--- config.mk ---
export PLATFORM = sky130hd
export DESIGN_NAME = serial_add_ctrl
export DESIGN_NICKNAME = d
export VERILOG_FILES = /design/src/rtl/serial_add_ctrl.sv
export SDC_FILE = /design/constraint.sdc
export NUM_CORES = 1
export LEC_CHECK = 0
export ABC_CLOCK_PERIOD_IN_PS = 4400
export CAP_MARGIN = 10
export CELL_PAD_IN_SITES_DETAIL_PLACEMENT = 1
export CELL_PAD_IN_SITES_GLOBAL_PLACEMENT = 1
export CORE_AREA = 2 2 93 104
export CTS_CLUSTER_DIAMETER = 60
export DETAILED_ROUTE_END_ITERATION = 7
export DIE_AREA = 0 0 95 106
export GPL_TIMING_DRIVEN = 0
export PLACE_DENSITY = 0.62
export SETUP_SLACK_MARGIN = 0.4
export SYNTH_ARGS = -nofsm -noshare
export SYNTH_HDL_FRONTEND = slang
export SYNTH_SLANG_ARGS = --single-unit
--- constraint.sdc ---
create_clock -name clk -period 4.4 [get_ports clk]
set_input_delay 0.88 -clock clk [delete_from_list [all_inputs] [get_ports clk]]
set_output_delay 0.88 -clock clk [all_outputs]
set_load 0.02 [all_outputs]
--- src/rtl/serial_add_ctrl.sv ---
// Round-robin controller sharing one external bit-serial adder between two parallel-operand requesters.
// Optional signed-overflow output enabled by defining SERIAL_ADD_CTRL_OVF_EN.
module serial_add_ctrl #(
    parameter int WIDTH = 8
) (
    input  logic             clk,
    input  logic             rst,
    input  logic             req0,
    input  logic             req1,
    input  logic [WIDTH-1:0] a0,
    input  logic [WIDTH-1:0] b0,
    input  logic [WIDTH-1:0] a1,
    input  logic [WIDTH-1:0] b1,
    output logic             gnt0,
    output logic             gnt1,
    output logic             add_x,
    output logic             add_y,
    output logic             add_clr,
    input  logic             add_sum,
    input  logic             add_carry,
    output logic [WIDTH-1:0] result,
    output logic             cout,
    output logic             done,
    output logic             done_id
`ifdef SERIAL_ADD_CTRL_OVF_EN
    ,
    output logic             ovf
`endif
);

    localparam int CW = $clog2(WIDTH);

    typedef enum logic [2:0] {
        S_IDLE,
        S_CLR,
        S_RUN,
        S_CAP,
        S_DONE
    } state_t;

    state_t           r_state;
    state_t           w_next;
    logic [CW-1:0]    r_cnt;
    logic [CW-1:0]    w_idx;
    logic [WIDTH-1:0] r_opa;
    logic [WIDTH-1:0] r_opb;
    logic [WIDTH-2:0] r_acc;
    logic [WIDTH-1:0] r_result;
    logic             r_cout;
    logic             r_cur_id;
    logic             r_last_id;
    logic             r_done_id;
    logic             w_any;
    logic             w_pick1;
    logic             w_last_bit;

    assign w_any      = req0 | req1;
    // On a tie the requester that was not served last wins.
    assign w_pick1    = req1 & (~req0 | ~r_last_id);
    assign w_last_bit = (r_cnt == CW'(WIDTH - 1));
    assign w_idx      = r_cnt - CW'(1);

    always_comb begin
        w_next = r_state;
        case (r_state)
            S_IDLE:  if (w_any) w_next = S_CLR;
            S_CLR:   w_next = S_RUN;
            S_RUN:   if (w_last_bit) w_next = S_CAP;
            S_CAP:   w_next = S_DONE;
            S_DONE:  w_next = S_IDLE;
            default: w_next = S_IDLE;
        endcase
    end

    always_ff @(posedge clk or posedge rst) begin
        if (rst) r_state <= S_IDLE;
        else     r_state <= w_next;
    end

    always_ff @(posedge clk or posedge rst) begin
        if (rst) begin
            r_cnt     <= '0;
            r_opa     <= '0;
            r_opb     <= '0;
            r_acc     <= '0;
            r_result  <= '0;
            r_cout    <= 1'b0;
            r_cur_id  <= 1'b0;
            r_last_id <= 1'b1;
            r_done_id <= 1'b0;
        end else begin
            case (r_state)
                S_IDLE: begin
                    if (w_any) begin
                        r_cur_id  <= w_pick1;
                        r_last_id <= w_pick1;
                        r_opa     <= w_pick1 ? a1 : a0;
                        r_opb     <= w_pick1 ? b1 : b0;
                    end
                end
                S_CLR: r_cnt <= '0;
                S_RUN: begin
                    // add_sum lags the presented bits by one cycle.
                    if (r_cnt != '0) r_acc[w_idx] <= add_sum;
                    if (!w_last_bit) r_cnt <= r_cnt + CW'(1);
                end
                S_CAP: begin
                    r_result  <= {add_sum, r_acc};
                    r_cout    <= add_carry;
                    r_done_id <= r_cur_id;
                end
                default: ;
            endcase
        end
    end

`ifdef SERIAL_ADD_CTRL_OVF_EN
    logic r_ovf;

    always_ff @(posedge clk or posedge rst) begin
        if (rst) begin
            r_ovf <= 1'b0;
        end else if (r_state == S_CAP) begin
            r_ovf <= (r_opa[WIDTH-1] == r_opb[WIDTH-1]) && (add_sum != r_opa[WIDTH-1]);
        end
    end

    assign ovf = r_ovf;
`endif

    assign gnt0    = (r_state == S_CLR) && !r_cur_id;
    assign gnt1    = (r_state == S_CLR) &&  r_cur_id;
    assign add_clr = (r_state == S_IDLE) || (r_state == S_CLR);
    assign add_x   = (r_state == S_RUN) ? r_opa[r_cnt] : 1'b0;
    assign add_y   = (r_state == S_RUN) ? r_opb[r_cnt] : 1'b0;
    assign done    = (r_state == S_DONE);
    assign done_id = r_done_id;
    assign result  = r_result;
    assign cout    = r_cout;

endmodule

* Word level (Yosys, flattened, before mapping)
Index checks and enable logic that the tools add are counted.
Storage, ports and cells: ROM bits 0, word-level logic and storage cells 56, latch bits 0, output and inout bits 16, memory bits (writable) 0, register bits 41, memories kept 0
Operators by class: eq/ne operators 8, div/mod/pow operators 0, $mul 0, $add $sub $neg 2, order comparisons 3, shift-type cells 0, bitwise gates (word level) 5, reductions and logical operators 12, mux-type cells 16
Operator list (number):
- $mux 8 | 2
- $pmux 3 s4 | 1
- $mux 3 | 3
- $lt 3x4->1 const B | 2
- $reduce_and 2->1 | 4
- $bwmux 7 | 1
- $bmux 1 s3 | 2
- $eq 3x2->1 const B | 2
- $eq 3x3->1 const B | 2
- $ne 2x2->1 const B | 3
- $pmux 3 s2 | 1
- $mux 1 | 5
- $add 3x1->3 const B | 1
- $demux 1 s3 | 1
- $eq 3x1->1 const B | 1
- $ge 3x1->1 const B | 1
- $logic_and 1x1->1 | 3
- $logic_not 3->1 | 1
- $reduce_bool 3->1 | 1
- $sub 3x1->3 const B | 1
- $not 1->1 | 2
- $or 1x1->1 | 2
- $reduce_bool 2->1 | 1
- $and 1x1->1 | 1
- 2 further kinds | 2

* Logic depth before layout (Yosys ltp)
Gate-level depths: netlist (run 1).
depth after elaboration 6, gate-level depth with buffers 7, mapped depth without buffers 6

* Worst setup path before layout (run 1)
No wires, ideal clock.
path kind reg-to-output, start point reg r_state[1], end point out gnt0, buffers on the path 1, data arrival time 1369 ps, cell stages (with the launch flop) 5, setup slack 2151 ps, cell sequence dfrtp_1 buf_6 nor2_1 nand2_1 nor2_1
Between the ends: longest elaborated chain between the ends 2
RTL lines:
- start: declaration | line 41 | state_t r_state;
- start signal: assignment | line 77 | else r_state <= w_next;
- $eq 3x1->1 | line 131 | assign gnt0 = (r_state == S_CLR) && !r_cur_id;
- $logic_and 1x1->1 | line 131
- end: declaration | line 14 | output logic gnt0,
No other way between the ends.

* Final worst setup path (run 1)
start point reg r_cnt[1], end point out add_y
Between the ends: longest elaborated chain between the ends 3
RTL lines:
- start: declaration | line 43 | logic [CW-1:0] r_cnt;
- start signal: assignment | line 105 | if (!w_last_bit) r_cnt <= r_cnt + CW'(1);
- $bmux 1 s3 | line 135 | assign add_y = (r_state == S_RUN) ? r_opb[r_cnt] : 1'b0;
- $mux 1 (not written as such) | line 135
- $mux 1 | line 135
- end: declaration | line 17 | output logic add_y,
No other way between the ends. The select of a mux whose other input is x is not followed.

==> results of run 1 <==
[worst min-delay path, stage by stage, from the launching register on]
cell and delay [ns]:
dfrtp_1 0.35, nand2_1 0.05, o21ai_0 0.06
[Yosys cell counts, types with 2 or more instances]
library cell  count
a31oi_1           2
a21oi_1           8
a22o_1            2
ha_1              4
mux2i_1          16
mux4_2            4
mux2_1            2
a21oi_2          13
inv_1             6
nand2_1          14
o21ai_0           4
dfrtp_1          40
nor3_2            4
nor2_1           23
mux2_2           13
buf_6             8
[path summary, 6_finish.rpt]
path                             endpoint  slack [ns]
min in group asynchronous       result[4]        1.07
worst max-delay path                add_y        1.37
worst max register to register   r_acc[1]        2.47
worst min register to register    done_id        0.48
worst min-delay path              done_id        0.48
max in group asynchronous        r_opa[6]        2.78
[where the power goes]
group / total [uW] / internal, uW / switching, uW / leakage [uW]
combinational: 971 / 485 / 487 / 0.000677
sequential: 664 / 550 / 114 / 0.000497
clock: 358 / 225 / 133 / 0.0000681
total: 1990 / 1260 / 733 / 0.00124
[registers in the layout, summed over array words and instances (netlist names)]
signal,flops
result,8
r_state,3
r_acc,7
done_id,1
cout,1
r_opa,8
r_cur_id,1
r_cnt,3
r_last_id,1
r_opb,8
[metrics by stage]
stage          cells  worst slack [ns]  area [um^2]
6_report         362              1.37         3020
2_1_floorplan    184              2.15         2210
5_1_grt          362              1.24         3020
3_3_place_gp     354              1.66         2880
3_5_place_dp     354              1.69         2880
4_1_cts          362              1.35         3020
[cells by family after synthesis]
group	synth area share, %
simple gates	12.6
fa+ha+maj	2.27
flops	46.6
buf+inv	6.01
mux	19.7
xor+xnor	1.13
compound gates	11.7
[metal layers]
layer  vias to the layer above  part of all wire [%]
met4                         0                   1.6
met5                         -                     0
met3                         5                   4.1
met2                        36                    51
li1                        761                     -
met1                       773                    43
[final cells by class]
cell class / instances / area, um^2 / share of cell area, %
flip-flops and latches: 41 / 1030 / 34.1
clock buffers: 5 / 68.8 / 2.28
well taps: 117 / 146 / 4.85
plain buffers: 10 / 110 / 3.65
clock inverters: 3 / 65.1 / 2.16
inverters: 6 / 22.5 / 0.747
repair buffers: 53 / 531 / 17.6
multi-input cells: 127 / 1050 / 34.7
==> results.md, run 1 <==
- Status: finished, final reports clean
- Total wire length: about 4.7 mm
- DRT Pass-1 Iters: 3
- Max Clock Skew: just over 0.006 ns
- Hold path cells: 2
- Die width: roughly 95 um
- Setup Total Neg Slack: 0 ns
- Final Max Slew Viols: 0
- Pwr/cell area: about 660 nW/um^2
- Most frequent cells in the layout: clkdlybuf4s50_1, dfrtp_1, nor2_1
- Detailed Place HPWL: between 3 and 4 mm
- Hold WC Path Type: reg -> reg
- CTS Buf Count: 5
- R2r worst-path depth: 6
- Vias in the first global route: between 1500 and 2000
- Initial Utilization: between 20 and 25%
- Hold Path Origin: done_id
- Core Util, Final: about 33%
- Clk slew on worst S/H paths: 0.08 ns
- Post-CTS Setup Repair Bufs: 0
- Syn. warnings: 0
- RSZ-0062 raised after global routing: false
- Sequential-to-total area share from yosys stat: 46.6%
- Post-CTS Resized: 0
- Antenna-violating nets left: 0
- Power, Total: around 2000 uW
- First-pass GRT wire length: between 8 and 9 mm
- Mapped cell area: ~2200 um^2
- CTS tree: done
- Hold_buf cts: 0
- CP Data Required Time: 3.52 ns
- Fill cell count: 1007
- DR vias/cell: between 4 and 5
- Grt met1 use: roughly an eighth
- Layout cells sized above 1: about a quarter
- Die ar.: 10100 um^2
- Worst Path Buf+Inv: 2
- CP max stage cell: clkdlybuf4s50_1
- # setup viols final: 0
- Initial drt markers: 29
- Minimum clock period: 3.03 ns
- Worst-Margin Slew: between 0.8 and 0.9 ns
- Pin count of the biggest net entering global routing: 42
- Final hold vios: 0
- Top Ports: 54
- Routed via count: ~1600
- WHS: just under 0.5 ns
- Skew-Pair Late Insertion Delay: between 0.2 and 0.3 ns
- Core area: 9120 um^2
- Worst Setup SP: r_cnt[1]
- Critical path peak fanout: 7
- CP arrival: between 2 and 2.5 ns
- Area contributors post-synth: dfrtp_1, mux2i_1, mux2_2, a21oi_2, buf_6
- Busiest grt layer: met2
- Crit-path leading delay family: buffers and inverters
- Clock sinks: between 40 and 50
- Netlist cell types: 37
- Crit-path max cell delay: ~0.65 ns
- Met2 Usage GRT: 18.2%
- Met3 usage: under 10%
- FP Rows: 37
- FFs w/ async S/R, synth: 100%
- Post-synth EDFFs: 0
- Htree depth: 2
- Antenna diode count: 0
- All-Layer GR Usage: between 10% and 20%
- Most common cell after layout, fill and taps aside: clkdlybuf4s50_1
- Max Cap Viol: 0
- CP Cell Sequence: buf_2 -> mux4_2 -> nand2_1 -> a21oi_1 -> clkdlybuf4s50_1
- DRC: 0
- Area leader, netlist: dfrtp_1
- Clk root buf: clkbuf_8
- Worst slew margin relative to its limit: a little over two fifths
- Post-Synthesis Cells: roughly 180
- WL/cell: ~13 um
- Maximum vdd drop: around 0.23 mV
- Reg2Reg Launch Point: r_cnt[0]
- Syn avg cell area: about 12 um^2
- Crit path kind: reg -> out
- Endpoint class of the critical path: output port
- Leakage: ~0.0012 uW
- Area growth, synth to finish: 36.8%
- F_max: 0.330 GHz
- CP startpoint kind: flip-flop
- Clk buf depth: 2
- Grt total ovfl: 0
- Initial antenna violation count: 0
- Buffers on Ports: 53
- Syn nets: approximately 230
- CP Depth: 5
- Routability Congestion: 0.697
- Die height: approximately 110 um
- Layout Nets: 286
- Synth Register Bits: 41
- Share of the synthesized area in the top cell type: a little under half
- Top FF cell, synth: dfrtp_1
- Tcrit/Tclk final: between 60% and 70%
Note: power is estimated with default switching activity, not from simulation.
==> inputs of run 2 (changes only) <==
Settings changed: ABC_CLOCK_PERIOD_IN_PS 4400 to 2700, PLACE_DENSITY 0.62 to 0.64.
Clock period 4.4 ns to 2.7 ns, I/O delays scaled along.
==> results.md, run 2 (synthesis results as in run 1) <==
- Maximum vdd drop: 0.230 mV (was 0.226 mV)
- All-Layer GR Usage: 10.2% (was 10.6%)
- Initial Utilization: 24.2% (unchanged)
- Total wire length: 4.81 mm (was 4.72 mm)
- Pwr/cell area: 1030 nW/um^2 (was 661 nW/um^2)
- DRC: 0 (unchanged)
- Clk root buf: clkbuf_8 (unchanged)
- Initial drt markers: 38 (was 29)
- Antenna-violating nets left: 0 (unchanged)
- CTS Buf Count: 5 (unchanged)
- CP Data Required Time: 2.16 ns (was 3.52 ns)
- Layout Nets: 287 (was 286)
- F_max: roughly 0.45 GHz
- NetSw: 1220 uW (was 733 uW)
- Leakage: 0.00124 uW (about the same)
- CP arrival: 1.69 ns (was 2.15 ns)
- Share of power burned in registers: 35.3% (was 33.3%)
- Die height: 106 um (unchanged)
- CP startpoint kind: flip-flop (unchanged)
- Hold WC Path Type: reg -> reg (unchanged)
- Layout cells sized above 1: 27.2% (was 25.7%)
- Comb power frac: 51.7% (was 48.7%)
- Grt total ovfl: 0 (unchanged)
- CTS tree: done (unchanged)
- Setup Total Neg Slack: 0 ns (unchanged)
- Max Clock Skew: 0.00755 ns (was 0.00617 ns)
- Die width: 95 um (unchanged)
- Switch share: 39.6% (was 36.8%)
- Critical path peak fanout: 10 (was 7)
- Detailed Place HPWL: 3.67 mm (was 3.70 mm)
- Status: finished, final reports clean (unchanged)
- Htree depth: 2 (unchanged)
- Worst-Margin Slew: 0.872 ns (was 0.847 ns)
- WL/cell: 13.2 um (was 13.0 um)
- Pin count of the biggest net entering global routing: 42 (unchanged)
- Skew-Pair Late Insertion Delay: 0.29 ns (about the same)
- Worst slew margin relative to its limit: 41.9% (was 43.4%)
- FP Rows: 37 (unchanged)
- Buffers on Ports: 53 (unchanged)
- RSZ-0062 raised after global routing: false (unchanged)
- Initial antenna violation count: 0 (unchanged)
- Max Cap Viol: 0 (unchanged)
- Minimum clock period: about 2.2 ns
- Die ar.: 10100 um^2 (unchanged)
- Routability Congestion: 0.713 (was 0.697)
- Top Ports: 54 (unchanged)
- DR vias/cell: 4.30 (was 4.35)
- DRT Pass-1 Iters: 4 (was 3)
- Clk slew on worst S/H paths: 0.08 ns (about the same)
- Area growth, synth to finish: 34.9% (was 36.8%)
- Core area: 9120 um^2 (unchanged)
- Routed via count: 1562 (was 1575)
- Hold_buf cts: 0 (unchanged)
- Final setup margin: 0.468 ns (was 1.37 ns)
- Clk buf depth: 2 (unchanged)
- Most frequent cells in the layout: clkdlybuf4s50_1, dfrtp_1, nor2_1 (unchanged)
- Endpoint class of the critical path: output port (unchanged)
- Antenna diode count: 0 (unchanged)
- Crit path kind: reg -> out (unchanged)
- Vias in the first global route: 1648 (was 1729)
- # setup viols final: 0 (unchanged)
- Clock share of power: 13.0% (was 18.0%)
- Cell Int Power: 1860 uW (was 1260 uW)
- Final Max Slew Viols: 0 (unchanged)
- Clock sinks: 41 (unchanged)
- First-pass GRT wire length: 7.99 mm (was 8.26 mm)
- Power, Total: 3080 uW (was 1990 uW)
- Most common cell after layout, fill and taps aside: clkdlybuf4s50_1 (unchanged)
- Pre-CTS WS: 0.287 ns (was 1.69 ns)
- Final hold vios: 0 (unchanged)
- Tcrit/Tclk final: 82.7%
run 2: cell types whose count changed in the layout (fill, tap and decap cells not counted), sizes merged:
cell / delta
clkdlybuf4s50: -5
dlymetal6s2s: +1
clkinv: -1
dlygate4sd2: +2
clkinvlp: +2
clkbuf: +2
buf: +2
bufinv: -2
run 2: final cells by class:
cell class,count,area [um^2]
fillers,1009,6140
multi-input cells,127,1050
flip-flops and latches,41,1030
repair buffers,54,528
well taps,117,146
plain buffers,10,116
clock buffers,6,72.6
inverters,6,22.5
clock inverters,2,15.0
run 2: metrics by stage:
| stage | hold WS (ns) | cells | cell area, um^2 | utilization (%) |
|---|---|---|---|---|
| after CTS | 0.499 | 363 | 2980 | 32.7 |
| after floorplan | 0.454 | 184 | 2210 | - |
| after global placement | 0.474 | 354 | 2880 | 31.6 |
| after global routing | 0.526 | 363 | 2980 | 32.6 |
| final | 0.491 | 363 | 2980 | 32.6 |
| after detailed placement | 0.479 | 354 | 2880 | 31.6 |
run 2: routing by layer:
metal | up-vias | track usage (%) | part of all wire, %
met3 | 6 | 2.41 | 3.9
met4 | 0 | 3.42 | 1.4
li1 | 762 | - | -
met5 | - | 0 | 0
met2 | 36 | 18.0 | 52
met1 | 758 | 12.0 | 43
run 2: power groups by stage:
stage / Sequential [uW] / Combinational (uW) / Clock [uW]
2_1_floorplan: 1120 / 1100 / 0
3_3_place_gp: 1090 / 1590 / 0
3_5_place_dp: 1100 / 1630 / 0
4_1_cts: 1090 / 1630 / 418
5_1_grt: 1130 / 1750 / 436
6_report: 1090 / 1590 / 400
run 2: timing repair:
item | in CTS | in global routing
buffers inserted | 1 | 0
endpoints found under the setup margin | 6 | 2
cloned | 0 | 0
gates resized for setup | 11 | 3
run 2: final timing paths:
kind | slack (ns) | cells after the start | end | start
setup / recovery | 0.47 | 3 | add_clr | r_state[1]
hold / removal | 0.49 | 1 | r_acc[6] | r_acc[6]
setup reg to reg | 0.74 | 6 | r_acc[1] | r_cnt[0]
hold reg to reg | 0.49 | 1 | r_acc[6] | r_acc[6]
max in group asynchronous | 1.35 | 2 | r_state[1] | rst
min in group asynchronous | 0.74 | 2 | r_opb[7] | rst
run 2: worst max-delay path, stage by stage (launching register included):
cell	delay (ns)
dfrtp_2	0.49
buf_6	0.17
nor2_1	0.12
clkdlybuf4s50_1	0.62
